**config.mk**
```make
export PLATFORM = sky130hd
export DESIGN_NAME = uart_receiver
export DESIGN_NICKNAME = d
export VERILOG_FILES = /design/src/rtl/uart_pkg.sv /design/src/rtl/rx_line_sync.sv /design/src/rtl/uart_receiver.sv
export SDC_FILE = /design/constraint.sdc
export NUM_CORES = 1
export LEC_CHECK = 0
export BUFFER_PORTS_ARGS = -buffer_cell sky130_fd_sc_hd__buf_4
export CAP_MARGIN = 20
export CORE_MARGIN = 2
export CORE_UTILIZATION = 34
export DETAILED_ROUTE_END_ITERATION = 16
export PLACE_DENSITY = 0.54
export SLEW_MARGIN = 20
export SYNTH_ARGS = -nofsm -noshare
export SYNTH_HDL_FRONTEND = slang
export SYNTH_SLANG_ARGS = --single-unit
```
**constraint.sdc**
```tcl
create_clock -name CLK -period 3.64 [get_ports CLK]
set_input_delay 0 -clock CLK [delete_from_list [all_inputs] [get_ports CLK]]
set_output_delay 0 -clock CLK [all_outputs]
set_load 0.005 [all_outputs]
```
**src/rtl/uart_pkg.sv**
```systemverilog
// Shared types and constants for the 16x-oversampling UART receive path.
package uart_pkg;
  typedef enum logic [1:0] {IDLE, START, DATA, STOP} state_e;

  localparam int OVS         = 16;
  localparam int HALF_OVS    = 7;
  localparam int DBIT_DEF    = 8;
  localparam int SB_TICK_DEF = 16;
endpackage

```
**src/rtl/rx_line_sync.sv**
```systemverilog
// Two-flop synchroniser plus delay flop for the serial line; 2-CLK latency to rx_s.
// No backpressure: free-running, resets to line-high.
module rx_line_sync (
  input  logic clk,
  input  logic reset,
  input  logic rx,
  output logic rx_s,
  output logic fall_edge
);
  logic       sync1_q, sync1_d;
  logic       sync2_q, sync2_d;
  logic       dly_q, dly_d;
  logic [2:0] prime_q, prime_d;

  always_comb begin
    sync1_d = rx;
    sync2_d = sync1_q;
    dly_d   = sync2_q;
    prime_d = {prime_q[1:0], 1'b1};
  end

  always_ff @(posedge clk) begin
    if (reset) begin
      sync1_q <= 1'b1;
      sync2_q <= 1'b1;
      dly_q   <= 1'b1;
      prime_q <= '0;
    end else begin
      sync1_q <= sync1_d;
      sync2_q <= sync2_d;
      dly_q   <= dly_d;
      prime_q <= prime_d;
    end
  end

  assign rx_s = sync2_q;
  // The reset-high pipeline would fake an edge on a line already low; wait until dly_q holds a real sample.
  assign fall_edge = prime_q[2] & dly_q & ~sync2_q;
endmodule

```
**src/rtl/uart_receiver.sv**
```systemverilog
// 16x-oversampled UART receiver: rx_done pulses one CLK after the final stop tick.
// No backpressure: rx_data is held until the next completed frame overwrites it.
module uart_receiver
  import uart_pkg::*;
#(
  parameter int DBIT    = DBIT_DEF,
  parameter int SB_TICK = SB_TICK_DEF
) (
  input  logic            CLK,
  input  logic            RESET,
  input  logic            rx,
  input  logic            s_tick,
  output logic [DBIT-1:0] rx_data,
  output logic            rx_done,
  output logic            frame_err,
  output logic            busy
);
  logic rx_s;
  logic fall_edge;

  state_e            state_q, state_d;
  logic [4:0]        s_cnt_q, s_cnt_d;
  logic [2:0]        n_cnt_q, n_cnt_d;
  logic [DBIT-1:0]   b_reg_q, b_reg_d;
  logic [DBIT-1:0]   rx_data_q, rx_data_d;
  logic              rx_done_q, rx_done_d;
  logic              frame_err_q, frame_err_d;

  rx_line_sync u_sync (
    .clk       (CLK),
    .reset     (RESET),
    .rx        (rx),
    .rx_s      (rx_s),
    .fall_edge (fall_edge)
  );

  always_comb begin
    state_d     = state_q;
    s_cnt_d     = s_cnt_q;
    n_cnt_d     = n_cnt_q;
    b_reg_d     = b_reg_q;
    rx_data_d   = rx_data_q;
    frame_err_d = frame_err_q;
    rx_done_d   = 1'b0;
    case (state_q)
      IDLE: begin
        if (fall_edge) begin
          state_d = START;
          s_cnt_d = '0;
        end
      end
      START: begin
        if (s_tick) begin
          if (s_cnt_q == 5'(HALF_OVS)) begin
            if (!rx_s) begin
              state_d = DATA;
              s_cnt_d = '0;
              n_cnt_d = '0;
            end else begin
              state_d = IDLE;
            end
          end else begin
            s_cnt_d = s_cnt_q + 5'd1;
          end
        end
      end
      DATA: begin
        if (s_tick) begin
          if (s_cnt_q == 5'(OVS - 1)) begin
            b_reg_d = {rx_s, b_reg_q[DBIT-1:1]};
            s_cnt_d = '0;
            if (n_cnt_q == 3'(DBIT - 1)) state_d = STOP;
            else                         n_cnt_d = n_cnt_q + 3'd1;
          end else begin
            s_cnt_d = s_cnt_q + 5'd1;
          end
        end
      end
      STOP: begin
        if (s_tick) begin
          if (s_cnt_q == 5'(SB_TICK - 1)) begin
            rx_data_d   = b_reg_q;
            frame_err_d = ~rx_s;
            rx_done_d   = 1'b1;
            state_d     = IDLE;
          end else begin
            s_cnt_d = s_cnt_q + 5'd1;
          end
        end
      end
      default: state_d = IDLE;
    endcase
  end

  always_ff @(posedge CLK) begin
    if (RESET) begin
      state_q     <= IDLE;
      s_cnt_q     <= '0;
      n_cnt_q     <= '0;
      b_reg_q     <= '0;
      rx_data_q   <= '0;
      rx_done_q   <= 1'b0;
      frame_err_q <= 1'b0;
    end else begin
      state_q     <= state_d;
      s_cnt_q     <= s_cnt_d;
      n_cnt_q     <= n_cnt_d;
      b_reg_q     <= b_reg_d;
      rx_data_q   <= rx_data_d;
      rx_done_q   <= rx_done_d;
      frame_err_q <= frame_err_d;
    end
  end

  assign rx_data   = rx_data_q;
  assign rx_done   = rx_done_q;
  assign frame_err = frame_err_q;
  assign busy      = (state_q != IDLE);
endmodule

```
# After elaboration in Yosys (flattened, before gate mapping)
# Cells that the tools add are included.
# op_classes
add_sub_neg	2
eq_ne	18
mux	28
bitwise	5
reduce_logical	9
# op_table
operator	n
$mux 5	8
$ne 2x2->1 const B	11
$pmux 5 s4	1
$mux 2	9
$mux 3	6
$pmux 2 s4	1
$reduce_and 8->1	1
$reduce_and 7->1	1
$pmux 3 s2	1
$reduce_and 3->1	2
$reduce_and 6->1	1
$add 5x1->5 const B	1
$eq 5x3->1 const B	1
$eq 5x4->1 const B	1
$eq 2x2->1 const B	2
$reduce_bool 2->1	2
$add 3x1->3 const B	1
$eq 3x3->1 const B	1
$ne 3x3->1 const B	1
$not 1->1	3
$reduce_or 3->1	1
$and 1x1->1	2
$eq 2x1->1 const B	1
$logic_not 2->1	1
$mux 1	2
# word_totals
regBits	34
inputBits	4
word_cells	74

# Longest topological paths before layout
# depth
ltp_word	5
depth_mapped	7
depth_no_buf	7

# By module
# A second synthesis with hierarchy kept.
# hier_totals
cells_unflattened	159
area_unflattened_um2	1498.9
# by_module_without_submodules
module	instances	cells_each	area_each_um2
uart_receiver	1	146	1335.0
rx_line_sync	1	13	163.9

# Worst setup path after synthesis
# OpenSTA, ideal clock, no wires.
# synth_path
kind	flip-flop to flip-flop
startpoint	register n_cnt_q[0]
endpoint	register n_cnt_q[0]
setup_time_ns	0.070
arrival_ns	1.623
required_ns	3.570
path_slack_ns	1.947
stages_incl_launch_ff	7
path_buffers	0
path_cell_list	dfxtp_1 > ha_1 > ha_1 > and4bb_1 > o21ai_2 > or4b_1 > a21oi_1
# synth_via
elab_chain_len	5
word_cells_on_any_way	8
# synth_lines
item	line_no	text
from (decl)	uart_receiver.sv:23	logic [2:0] n_cnt_q, n_cnt_d;
from (signal assigned)	uart_receiver.sv:107	n_cnt_q <= n_cnt_d;
$add 3x1->3	uart_receiver.sv:73	else n_cnt_d = n_cnt_q + 3'd1;
$mux 3	uart_receiver.sv:72	if (n_cnt_q == 3'(DBIT - 1)) state_d = STOP;
$mux 3	uart_receiver.sv:69	if (s_cnt_q == 5'(OVS - 1)) begin
$mux 3	uart_receiver.sv:68	if (s_tick) begin
$pmux 3 s2	uart_receiver.sv:45	case (state_q)
# Several ways; a longest one is shown, not always the timed one. The select of a mux whose other input is x is not followed.
# A chain may end at the register's enable or synchronous reset.

# Worst setup path after layout
# layout_path
startpoint	register s_cnt_q[0]
endpoint	register frame_err_q (netlist: frame_err)
# layout_via
elab_chain_len	2
# layout_lines
item	line_no	text
from (decl)	uart_receiver.sv:22	logic [4:0] s_cnt_q, s_cnt_d;
from (signal assigned)	uart_receiver.sv:106	s_cnt_q <= s_cnt_d;
$eq 5x4->1	uart_receiver.sv:81	if (s_cnt_q == 5'(SB_TICK - 1)) begin
$reduce_and 3->1 (no source line)	-	
to (signal assigned)	uart_receiver.sv:111	frame_err_q <= frame_err_d;
to (decl)	uart_receiver.sv:27	logic frame_err_q, frame_err_d;
# No other way between the ends.

==> impl_metrics.csv <==
group,metric,value,unit
clock_tree,clockRootBuffer,"sky130_fd_sc_hd__clkbuf_8",
pwr,cellLeakagePower,0.000780,uW
grt,grt_first_pass_wirelength,5.06,mm
timing,max-slew-margin-rel,0.600,
die,initial_utilization,0.348,
die,die_height,70.6,um
pwr,total_power,681,uW
finish,diodes,0,
timing,final.setup.tns,0,ns
grt,grt_pass1_vias,1057,
route,drt_first_pass_iters,4,
place,hpwlAfterDp,1.97,mm
synthesis,post_synth_adder_cell_area,0.0415,
finish,multi_input_comb_area,748,um^2
timing,rsz0062_at_grt,"no",
finish,final_nets,179,
synthesis,synth.distinct_cells,35,
synthesis,synthesis.area,1510,um^2
finish,area.sequential,681,um^2
worst_hold_path,hold_class,"in -> reg",
status,result_of_the_run,"complete, no violations",
timing,fin_crit_sh,0.531,
worst_hold_path,min_to,"s_cnt_q[3]",
place,gp_congestion,0.844,
setup_path,r2r_cells,5,
synthesis,post_synth_mux_area_share,0.140,
timing,finalHoldViolations,0,
synthesis,synth_seq_cells,34,
finish,layout-drive-gt1-share,0.158,
synthesis,mappedNetlistNets,166,
timing,report.final.slew_viol_count,0,
synthesis,postSynth.topFlopCell,"sky130_fd_sc_hd__dfxtp_1",
setup_path,crit_arrival,2.10,ns
synthesis,synthCells,157,
die,floorplan.io_pins,15,
finish,most_common_cell_after_layout_fill_and_taps_aside,"sky130_fd_sc_hd__dfxtp_1",
timing,worst_pin_slew,0.583,ns
place,buffers_on_ports,14,
grt,globalRouteTotalUtil,0.129,
timing,fmaxAchievable,517,MHz
die,num_rows,24,
setup_path,timing.setup.critical_path_class,"reg -> reg",
finish,most-common-layout-cells,"sky130_fd_sc_hd__dfxtp_1 (34), sky130_fd_sc_hd__nor2_1 (23), sky130_fd_sc_hd__mux2i_1 (21)",
clock_tree,htree_levels,2,
route,detail-route-antenna-nets,0,
flow_run,max_cap_viol_count,0,
synthesis,syn-mean-instance-area,9.60,um^2
synthesis,count_of_flip_flops_with_a_built_in_enable_after_synthesis,0,
finish,fin_cells,223,
die,design.die.area,4980,um^2
route,detailroute.via_count,1131,
clock_tree,cts_tree,"built",
clock_tree,cts_buffer_depth,2,
timing,finalSetupViolCount,0,
timing,shortest_period_the_worst_path_allows,1.93,ns
worst_hold_path,worst_hold_path.num_cells,3,
place,placedCellCount,214,
clock_tree,cts-buffers-inserted,5,
setup_path,rr_startpoint,"s_cnt_q[0]",
synthesis,postSynth.asyncResetShare,0,
grt,initial_antenna_violation_count,0,
synthesis,synthSimpleGateAreaFrac,0.218,
finish,area_growth_syn_to_layout,15.1,%
synthesis,synth_xor_xnor_area_share,0,
clock_tree,clkLatencyLatePin,0.29,ns
synthesis,synth_seq_area_share,0.452,
synthesis,yosys_warnings,0,
setup_path,crit_path_max_fanout,10,
worst_hold_path,hp-start,"s_tick",
grt,grt_start_max_net_pins,34,
synthesis,main_combinational_cell_family_by_area_after_synthesis,"simple AND/OR/NAND/NOR gates",
die,die_w,70.6,um
finish,final_core_utilization,0.401,
setup_path,setup.worst_path.start_class,"register",
grt,grt_remaining_overflow,0,
clock_tree,cts_num_sinks,34,
route,drcViolationCount,0,
die,core-area,4320,um^2
route,detail_route.iter0.violations,55,
timing,holdWs,0.0546,ns
route,wirelength,2.92,mm
finish,fill_cells,451,
route,routed_via_density,5.07,
pwr,irDropWorstVdd,208,uV
synthesis,synth-compound-area-share,0.0980,
timing,finalClockSkew,0.0112,ns
setup_path,reg2reg_to,"frame_err",
route,route.detailed.wl_per_inst,13.1,um
setup_path,critical_path_required,3.80,ns
clock_tree,clk_transition_reported_paths,0.07,ns
clock_tree,cts_post_setup_buffers_inserted,0,
setup_path,setup.worst_path.end_class,"register",
pwr,power_density,392,nW/um^2
setup_path,r2r_slack,1.71,ns
==> through the flow <==
stage | area (um^2) | worst slack, ns
2_1_floorplan | 1510 | 1.95
3_3_place_gp | 1630 | 1.80
3_5_place_dp | 1630 | 1.73
4_1_cts | 1730 | 1.70
5_1_grt | 1730 | 1.52
6_report | 1730 | 1.71
==> flip-flops by register name, summed over array words and instances, names as in the netlist, named ones only <==
name,cells
b_reg_q,8
frame_err,1
n_cnt_q,3
rx_data,8
rx_done,1
s_cnt_q,5
state_q,1
u_sync.dly_q,1
u_sync.prime_q,3
u_sync.rx_s,1
u_sync.sync1_q,1
==> cells by family after synthesis <==
| logic type | count (synthesis) |
|---|---|
| multiplexers | 21 |
| AND/OR/NAND/NOR | 56 |
| flip-flops | 34 |
| adder cells (fa/ha/maj) | 5 |
| AO/OA/AOI/OAI | 24 |
| buffers and inverters | 17 |
==> worst max path at each step <==
| stage | depth (start not counted) | endpoint | start | slack [ns] |
|---|---|---|---|---|
| after floorplan | 6 | n_cnt_q[0] | n_cnt_q[0] | 1.95 |
| after global placement | 5 | rx_data[1] | s_cnt_q[0] | 1.80 |
| after detailed placement | 5 | rx_data[0] | s_cnt_q[0] | 1.73 |
| after CTS | 5 | rx_data[0] | s_cnt_q[0] | 1.70 |
| after global routing | 5 | rx_data[2] | s_cnt_q[0] | 1.52 |
| final | 5 | frame_err | s_cnt_q[0] | 1.71 |
==> layer usage <==
| metal | track usage | part of all wire |
|---|---|---|
| met2 | 0.194 | 0.46 |
| met5 | 0 | 0 |
| met1 | 0.173 | 0.48 |
| met3 | 0.0342 | 0.032 |
| met4 | 0.0650 | 0.026 |
==> what timing repair did <==
action | 4_1_cts | 5_1_grt
hold buffers | 1 | 0
hold endpoints to repair | 1 | 0
resized for setup | 0 | 0
==> worst max-delay path, stage by stage, from the launching register on <==
cell	delay, ns
sky130_fd_sc_hd__dfxtp_1	0.40
sky130_fd_sc_hd__ha_1	0.24
sky130_fd_sc_hd__and4b_1	0.31
sky130_fd_sc_hd__nand3_1	0.48
sky130_fd_sc_hd__mux2i_1	0.32
sky130_fd_sc_hd__nor2_1	0.06
==> layout make-up <==
type	count	share of cell area
timing repair buffer	16	0.0707
multi-input combinational	106	0.431
tap	52	0.0375
clock buffer	7	0.0498
sequential	34	0.392
inverter	7	0.0152
clock inverter	1	0.00289
==> cell usage after synthesis (2+ instances only) <==
master | count | area share
sky130_fd_sc_hd__a211oi_1 | 3 | 0.015
sky130_fd_sc_hd__a21oi_1 | 8 | 0.027
sky130_fd_sc_hd__a31oi_1 | 2 | 0.0083
sky130_fd_sc_hd__and3_1 | 3 | 0.012
sky130_fd_sc_hd__and3b_1 | 4 | 0.023
sky130_fd_sc_hd__buf_2 | 2 | 0.0066
sky130_fd_sc_hd__clkbuf_1 | 6 | 0.015
sky130_fd_sc_hd__dfxtp_1 | 34 | 0.45
sky130_fd_sc_hd__ha_1 | 5 | 0.042
sky130_fd_sc_hd__inv_1 | 7 | 0.017
sky130_fd_sc_hd__mux2i_1 | 21 | 0.14
sky130_fd_sc_hd__nand2_1 | 3 | 0.0075
sky130_fd_sc_hd__nand2b_1 | 2 | 0.0083
sky130_fd_sc_hd__nand3_1 | 4 | 0.013
sky130_fd_sc_hd__nor2_1 | 23 | 0.057
sky130_fd_sc_hd__nor2b_1 | 3 | 0.012
sky130_fd_sc_hd__nor3b_1 | 2 | 0.010
sky130_fd_sc_hd__o21ai_0 | 5 | 0.017
sky130_fd_sc_hd__o22ai_1 | 2 | 0.0083
sky130_fd_sc_hd__or2_2 | 2 | 0.0083
sky130_fd_sc_hd__or4b_1 | 2 | 0.013
==> power breakdown <==
| group | internal [uW] | total (uW) | leakage, uW | switching (uW) |
|---|---|---|---|---|
| Sequential | 375 | 377 | 0.000275 | 2.20 |
| Combinational | 6.47 | 16.4 | 0.000457 | 9.90 |
| Clock | 152 | 287 | 0.0000482 | 134 |
Power figures use the tool's default switching activity.
